**src/rtl/cpu_prog_sequencer_pkg.sv**
```systemverilog
// Shared types and constants for the program sequencer that feeds the 8-bit CPU.
package cpu_seq_pkg;

    localparam int unsigned ADDR_W_DEF = 4;
    localparam int unsigned CTRL_W_DEF = 6;
    localparam int unsigned DATA_W     = 8;

    localparam logic [1:0] OP_EXEC = 2'b00;
    localparam logic [1:0] OP_JMP  = 2'b01;
    localparam logic [1:0] OP_JC   = 2'b10;
    localparam logic [1:0] OP_HALT = 2'b11;

    localparam int unsigned FLAG_C = 3;
    localparam int unsigned FLAG_Z = 2;
    localparam int unsigned FLAG_V = 1;
    localparam int unsigned FLAG_N = 0;

    typedef enum logic [1:0] {
        ST_IDLE   = 2'd0,
        ST_RUN    = 2'd1,
        ST_HALTED = 2'd2
    } seq_state_t;

    // Select one CPU status flag by the 2-bit JC selector (00=C, 01=Z, 10=V, 11=N).
    function automatic logic flag_sel(input logic [3:0] flags, input logic [1:0] sel);
        logic v;
        case (sel)
            2'b00:   v = flags[FLAG_C];
            2'b01:   v = flags[FLAG_Z];
            2'b10:   v = flags[FLAG_V];
            default: v = flags[FLAG_N];
        endcase
        return v;
    endfunction

endpackage

```
**src/rtl/cpu_prog_sequencer_if.sv**
```systemverilog
// Load/control/status bundle between the top level and the program sequencer.
interface cpu_prog_sequencer_if
    import cpu_seq_pkg::*;
#(
    parameter int unsigned ADDR_W = ADDR_W_DEF,
    parameter int unsigned CTRL_W = CTRL_W_DEF
);
    logic              load_en_i;
    logic [ADDR_W-1:0] load_addr_i;
    logic [7:0]        load_data_i;
    logic              run_i;
    logic              step_i;
    logic              restart_i;
    logic [3:0]        flags_i;
    logic [CTRL_W-1:0] ctrl_o;
    logic              ctrl_valid_o;
    logic [ADDR_W-1:0] pc_o;
    logic              halted_o;

    modport master (
        output load_en_i, load_addr_i, load_data_i, run_i, step_i, restart_i, flags_i,
        input  ctrl_o, ctrl_valid_o, pc_o, halted_o
    );

    modport slave (
        input  load_en_i, load_addr_i, load_data_i, run_i, step_i, restart_i, flags_i,
        output ctrl_o, ctrl_valid_o, pc_o, halted_o
    );
endinterface

```
**src/rtl/cpu_prog_store.sv**
```systemverilog
// Program store: flop array with synchronous write, combinational read, cleared on reset.
module cpu_prog_store
    import cpu_seq_pkg::*;
#(
    parameter int unsigned ADDR_W = ADDR_W_DEF
) (
    input  logic              clk_i,
    input  logic              rst_ni,
    input  logic              i_wr_en,
    input  logic [ADDR_W-1:0] i_wr_addr,
    input  logic [DATA_W-1:0] i_wr_data,
    input  logic [ADDR_W-1:0] i_rd_addr,
    output logic [DATA_W-1:0] o_rd_data
);
    localparam int unsigned DEPTH = 1 << ADDR_W;

    logic [DATA_W-1:0] r_mem [DEPTH];

    // Reset fills every word with EXEC NOP; otherwise accept one write per cycle.
    always_ff @(posedge clk_i) begin
        if (!rst_ni) begin
            for (int unsigned i = 0; i < DEPTH; i++) begin
                r_mem[i] <= '0;
            end
        end else if (i_wr_en) begin
            r_mem[i_wr_addr] <= i_wr_data;
        end
    end

    assign o_rd_data = r_mem[i_rd_addr];
endmodule

```
**src/rtl/cpu_prog_sequencer.sv**
```systemverilog
// Program sequencer: holds a small control-word program and issues it to the CPU core.
module cpu_prog_sequencer
    import cpu_seq_pkg::*;
#(
    parameter int unsigned ADDR_W = ADDR_W_DEF,
    parameter int unsigned CTRL_W = CTRL_W_DEF
) (
    input  logic                 clk_i,
    input  logic                 rst_ni,
    cpu_prog_sequencer_if.slave  bus
);
    seq_state_t        r_state;
    logic [ADDR_W-1:0] r_pc;
    logic [CTRL_W-1:0] r_ctrl;
    logic              r_valid;

    logic [DATA_W-1:0] w_word;
    logic [1:0]        w_op;
    logic [ADDR_W-1:0] w_target;
    logic [ADDR_W-1:0] w_pc_inc;
    logic [ADDR_W-1:0] w_exec_pc;
    logic [CTRL_W-1:0] w_exec_ctrl;
    logic              w_exec_valid;
    logic              w_exec_halt;
    logic              w_load_ok;

    // Loads are taken in HALTED, and in IDLE unless a restart outranks them.
    assign w_load_ok = bus.load_en_i &&
                       (((r_state == ST_IDLE) && !bus.restart_i) || (r_state == ST_HALTED));

    cpu_prog_store #(.ADDR_W(ADDR_W)) u_store (
        .clk_i     (clk_i),
        .rst_ni    (rst_ni),
        .i_wr_en   (w_load_ok),
        .i_wr_addr (bus.load_addr_i),
        .i_wr_data (bus.load_data_i),
        .i_rd_addr (r_pc),
        .o_rd_data (w_word)
    );

    assign w_op     = w_word[7:6];
    assign w_target = w_word[ADDR_W-1:0];
    assign w_pc_inc = ADDR_W'(r_pc + 1'b1);

    // Decode mem[pc] into the results an execute cycle would register.
    always_comb begin
        w_exec_pc    = w_pc_inc;
        w_exec_ctrl  = '0;
        w_exec_valid = 1'b0;
        w_exec_halt  = 1'b0;
        case (w_op)
            OP_EXEC: begin
                w_exec_ctrl  = w_word[CTRL_W-1:0];
                w_exec_valid = 1'b1;
            end
            OP_JMP:  w_exec_pc = w_target;
            OP_JC:   w_exec_pc = flag_sel(bus.flags_i, w_word[5:4]) ? w_target : w_pc_inc;
            default: begin
                w_exec_pc   = r_pc;
                w_exec_halt = 1'b1;
            end
        endcase
    end

    // Sequencer FSM with pc and registered control outputs; non-execute cycles issue zero.
    always_ff @(posedge clk_i) begin
        if (!rst_ni) begin
            r_state <= ST_IDLE;
            r_pc    <= '0;
            r_ctrl  <= '0;
            r_valid <= 1'b0;
        end else begin
            r_ctrl  <= '0;
            r_valid <= 1'b0;
            case (r_state)
                ST_IDLE: begin
                    if (bus.restart_i) begin
                        r_pc <= '0;
                    end else if (bus.load_en_i) begin
                        r_pc <= r_pc;
                    end else if (bus.step_i) begin
                        r_pc    <= w_exec_pc;
                        r_ctrl  <= w_exec_ctrl;
                        r_valid <= w_exec_valid;
                        if (w_exec_halt) r_state <= ST_HALTED;
                    end else if (bus.run_i) begin
                        r_state <= ST_RUN;
                    end
                end
                ST_RUN: begin
                    if (!bus.run_i) begin
                        r_state <= ST_IDLE;
                    end else begin
                        r_pc    <= w_exec_pc;
                        r_ctrl  <= w_exec_ctrl;
                        r_valid <= w_exec_valid;
                        if (w_exec_halt) r_state <= ST_HALTED;
                    end
                end
                ST_HALTED: begin
                    if (bus.restart_i) begin
                        r_pc    <= '0;
                        r_state <= ST_IDLE;
                    end
                end
                default: r_state <= ST_IDLE;
            endcase
        end
    end

    assign bus.ctrl_o       = r_ctrl;
    assign bus.ctrl_valid_o = r_valid;
    assign bus.pc_o         = r_pc;
    assign bus.halted_o     = (r_state == ST_HALTED);
endmodule

```
**src/flat_wrapper.sv**
```systemverilog
// flat-port wrapper written by rule: the top's interface ports become plain ports
module cpu_prog_sequencer_flat import cpu_seq_pkg::*;
#(
    parameter int unsigned ADDR_W = ADDR_W_DEF,
    parameter int unsigned CTRL_W = CTRL_W_DEF
)
  (clk_i, rst_ni, bus_load_en_i, bus_load_addr_i, bus_load_data_i, bus_run_i, bus_step_i, bus_restart_i, bus_flags_i, bus_ctrl_o, bus_ctrl_valid_o, bus_pc_o, bus_halted_o);
  cpu_prog_sequencer_if #(.ADDR_W(ADDR_W), .CTRL_W(CTRL_W)) bus_i ();
  input  logic clk_i;
  input  logic rst_ni;
  input wire logic [$bits(bus_i.load_en_i)-1:0] bus_load_en_i;
  input wire logic [$bits(bus_i.load_addr_i)-1:0] bus_load_addr_i;
  input wire logic [$bits(bus_i.load_data_i)-1:0] bus_load_data_i;
  input wire logic [$bits(bus_i.run_i)-1:0] bus_run_i;
  input wire logic [$bits(bus_i.step_i)-1:0] bus_step_i;
  input wire logic [$bits(bus_i.restart_i)-1:0] bus_restart_i;
  input wire logic [$bits(bus_i.flags_i)-1:0] bus_flags_i;
  output wire logic [$bits(bus_i.ctrl_o)-1:0] bus_ctrl_o;
  output wire logic [$bits(bus_i.ctrl_valid_o)-1:0] bus_ctrl_valid_o;
  output wire logic [$bits(bus_i.pc_o)-1:0] bus_pc_o;
  output wire logic [$bits(bus_i.halted_o)-1:0] bus_halted_o;
  assign bus_i.load_en_i = bus_load_en_i;
  assign bus_i.load_addr_i = bus_load_addr_i;
  assign bus_i.load_data_i = bus_load_data_i;
  assign bus_i.run_i = bus_run_i;
  assign bus_i.step_i = bus_step_i;
  assign bus_i.restart_i = bus_restart_i;
  assign bus_i.flags_i = bus_flags_i;
  assign bus_ctrl_o = bus_i.ctrl_o;
  assign bus_ctrl_valid_o = bus_i.ctrl_valid_o;
  assign bus_pc_o = bus_i.pc_o;
  assign bus_halted_o = bus_i.halted_o;
  cpu_prog_sequencer #(.ADDR_W(ADDR_W), .CTRL_W(CTRL_W)) u_core (.clk_i(clk_i), .rst_ni(rst_ni), .bus(bus_i));
endmodule
```
**config.mk**
```make
export PLATFORM = sky130hd
export DESIGN_NAME = cpu_prog_sequencer_flat
export DESIGN_NICKNAME = d
export VERILOG_FILES = /design/src/rtl/cpu_prog_sequencer_pkg.sv /design/src/rtl/cpu_prog_sequencer_if.sv /design/src/rtl/cpu_prog_store.sv /design/src/rtl/cpu_prog_sequencer.sv /design/src/flat_wrapper.sv
export SDC_FILE = /design/constraint.sdc
export NUM_CORES = 1
export LEC_CHECK = 0
export ABC_AREA = 0
export BUFFER_PORTS_ARGS = -buffer_cell sky130_fd_sc_hd__buf_2
export CORE_MARGIN = 10
export CORE_UTILIZATION = 45
export CTS_CLUSTER_SIZE = 8
export DETAILED_ROUTE_END_ITERATION = 16
export PLACE_DENSITY = 0.68
export SLEW_MARGIN = 5
export SYNTH_ARGS = -nofsm -noshare
export SYNTH_HDL_FRONTEND = slang
export SYNTH_SLANG_ARGS = --single-unit
```
**constraint.sdc**
```tcl
create_clock -name clk_i -period 6.3 [get_ports clk_i]
set_input_delay 1.26 -clock clk_i [delete_from_list [all_inputs] [get_ports clk_i]]
set_output_delay 1.26 -clock clk_i [all_outputs]
set_load 0.1 [all_outputs]
```
==> flow_metrics.env <==
export IMPL_p_sw_w=0.000720
export IMPL_antenna_found_initial=0
export IMPL_timing_rr_end="u_core.bus.pc_o[0]$_SDFFE_PN0P_"
export IMPL_layout_common_cells="and2_1 (134), edfxtp_1 (128), mux4_2 (36)"
export IMPL_syn_inst=462
export IMPL_min_to="u_core.r_state[0]$_SDFFE_PN0P_"
export IMPL_clk_pin_slew_worst_paths_ns=0.06
export IMPL_switching_share_pct=26.6
export IMPL_core_area_um2=14600
export IMPL_required_ns=6.60
export IMPL_grt_pass1_wl_um=25300
export IMPL_clock_skew_ns=0.00855
export IMPL_maxCapViolCount=0
export IMPL_grt_max_degree=33
export IMPL_cts_buffer_depth=2
export IMPL_area_delta_synth_final_pct=14.0
export IMPL_ant_nets=0
export IMPL_rrSetupSlack_ns=2.60
export IMPL_cp_cell_sequence="mux4_1 -> mux4_2 -> mux2i_1 -> mux2i_2 -> nand2_1 -> a211o_1 -> a311o_1"
export IMPL_grt_pass1_vias=4065
export IMPL_ys_warn_count=0
export IMPL_syn_area_per_cell_um2=14.6
export IMPL_yosys_top_cells_area="edfxtp_1 (57%), and2_1 (12%), mux4_2 (12%)"
export IMPL_holdCritStartpoint="u_core.r_state[0]$_SDFFE_PN0P_"
export IMPL_power_frac_clock_pct=41.4
export IMPL_drt_initial_drc_count=311
export IMPL_power_density_nw_per_um2=350
export IMPL_synth_top_area_share_pct=56.8
export IMPL_path_max_fanout=32
export IMPL_io_pin_count=34
export IMPL_clockRootBuffer="clkbuf_16"
export IMPL_clk_latency_ns=0.43
export IMPL_routabilityCongestion=0.855
export IMPL_fmaxAchievable_mhz=270
export IMPL_hold_buffers=0
export IMPL_cp_end_kind="register"
export IMPL_synth_area_leader_cell="edfxtp_1"
export IMPL_cts_tree="done"
export IMPL_p_leak_nw=2.90
export IMPL_power_frac_comb_pct=16.0
export IMPL_num_vias=3976
export IMPL_pwr_share_seq_pct=42.6
export IMPL_status="finished clean"
export IMPL_via_per_inst=5.78
export IMPL_initial_core_util_pct=46.2
export IMPL_tightest_slew_ns=1.12
export IMPL_hold_path_class="reg -> reg"
export IMPL_worstSetupPathType="reg -> reg"
export IMPL_hpwl_um=11500
export IMPL_postCtsSetupRepairBufs=0
export IMPL_slew_headroom_pct=24.7
export IMPL_drive_gt1_share_pct=21.0
export IMPL_synthDistinctLibCells=43
export IMPL_htreeDepth=4
export IMPL_dp_cells=656
export IMPL_final_min_clock_period_ns=3.70
export IMPL_synth_area_um2=6770
export IMPL_grtUsageTotal_pct=17.3
export IMPL_crit_slowest_cell="dfxtp_2"
export IMPL_die_w_um=143
export IMPL_cp_arrival_ns=4.00
export IMPL_critPathBufInv=0
export IMPL_ys_seq_elements=145
export IMPL_vdd_drop_max_v=0.000240
export IMPL_synth_net_count=489
export IMPL_p_int_w=0.00198
export IMPL_grt_overflow=0
export IMPL_setup_viol=0
export IMPL_holdWs_ns=0.541
export IMPL_rsz0062_at_grt="false"
export IMPL_drc=0
export IMPL_fin_crit_sh_pct=58.7
export IMPL_fp_dieArea_um2=20300
export IMPL_start_kind="register"
export IMPL_tns_ns=0
export IMPL_cts_resized=0
export IMPL_worstHoldPathCells=2
export IMPL_wl_per_cell_um=24.1
export IMPL_die_h_um=143
export IMPL_fp_row_count=44
export IMPL_diodes=0
export IMPL_nets=518
export IMPL_dr_pass1_iters=5
export IMPL_finalHoldViolCount=0
export IMPL_cts_buffers=17
export IMPL_drt_total_wl_um=16600
export IMPL_max_stage_delay_ns=1.03
export IMPL_r2r_cells=7
export IMPL_yosysSeqAreaShare_pct=61.8
export IMPL_fin_cells=688
export IMPL_clock_sinks=145
export IMPL_final_max_slew_viol_count=0
export IMPL_io_buffer_count=33
export IMPL_cp_top_family="multiplexers"
export IMPL_layout_commonest_cell="and2_1"
[final cells by class]
type	count	area (um^2)
Fill cell	1217	6930
Inverter	9	33.8
Sequential cell	145	4190
Multi-Input combinational cell	284	2440
Timing Repair Buffer	34	173
Clock buffer	17	425
Tap cell	184	230
Clock inverter	15	230
[synth_stat cells]
cell type,count
a211o_1,1
a21boi_0,2
a21o_1,1
a21oi_1,7
a221o_1,1
a311o_1,1
a31oi_1,2
a32oi_1,1
and2_1,134
and3_1,2
and3b_1,1
and4b_1,1
buf_1,1
buf_2,3
buf_4,1
buf_6,2
clkbuf_1,17
dfxtp_1,17
edfxtp_1,128
ha_1,5
inv_1,8
inv_2,1
mux2_2,1
mux2i_1,7
mux2i_2,1
mux4_1,3
mux4_2,36
nand2_1,7
nand2b_1,8
nand3_1,6
nor2_1,19
nor2b_1,1
nor3_1,4
nor4b_2,1
o211a_1,3
o211ai_1,1
o21ai_0,16
o21ai_1,1
o221ai_1,1
o22ai_1,2
o31ai_1,1
or3_1,4
xor2_1,2
[power by group through the flow]
stage	registers, W	clock network (W)	logic (W)
6_report	0.00115	0.00112	0.000432
5_1_grt	0.00116	0.00118	0.000460
4_1_cts	0.00115	0.00113	0.000431
3_5_place_dp	0.00117	0	0.000430
3_3_place_gp	0.00117	0	0.000422
2_1_floorplan	0.00117	0	0.000317
[worst max path at each step]
| stage | to | slack [ns] | cells past startpoint |
|---|---|---|---|
| finish | u_core.bus.pc_o[0]$_SDFFE_PN0P_ | 2.60 | 7 |
| global placement | u_core.u_store.r_mem[9][1]$_SDFFCE_PN0P_ | 2.59 | 4 |
| global route | register | 2.34 | 7 |
| CTS | register | 2.55 | 7 |
| detailed placement | u_core.u_store.r_mem[11][1]$_SDFFCE_PN0P_ | 2.45 | 4 |
| floorplan | u_core.u_store.r_mem[5][0]$_SDFFCE_PN0P_ | 3.28 | 5 |
[sequential cells by signal, indices dropped and copies added, names as in the netlist, named ones only]
register / cells
u_core.bus.ctrl_o: 6
u_core.bus.ctrl_valid_o: 1
u_core.bus.pc_o: 4
u_core.r_state: 2
u_core.u_store.r_mem: 128
[metal layers]
layer	GRT usage [%]	share of wire, %	vias up
met3	5.44	7.4	24
met5	0	0	-
li1	-	-	1778
met2	27.3	49	166
met1	21.8	42	2008
met4	6.73	1.8	0
[cells by family after synthesis]
group	after synthesis	synth area share (%)
AOI/OAI and AO/OA	41	3.83
xor gates and xnor gates	2	0.259
and+or+nand+nor	188	16.5
DFF	145	61.8
buffers and inverters	33	2.16
adders and majority gates	5	0.924
muxes	48	14.5
[through the flow]
stage	utilization [%]	cell area, um^2	power, W	setup WS (ns)
floorplan	-	6770	0.00149	3.28
global placement	48.2	7060	0.00159	2.59
detailed placement	48.2	7060	0.00160	2.45
CTS	52.7	7710	0.00271	2.55
global route	52.7	7710	0.00280	2.34
finish	52.7	7710	0.00270	2.60
[worst min-delay path, delay by kind of cell, from the launching register on]
family,cells,cell delay (ns)
AOI/OAI and AO/OA,2,0.16
DFF,1,0.33
(Power assumes the default switching activity.)
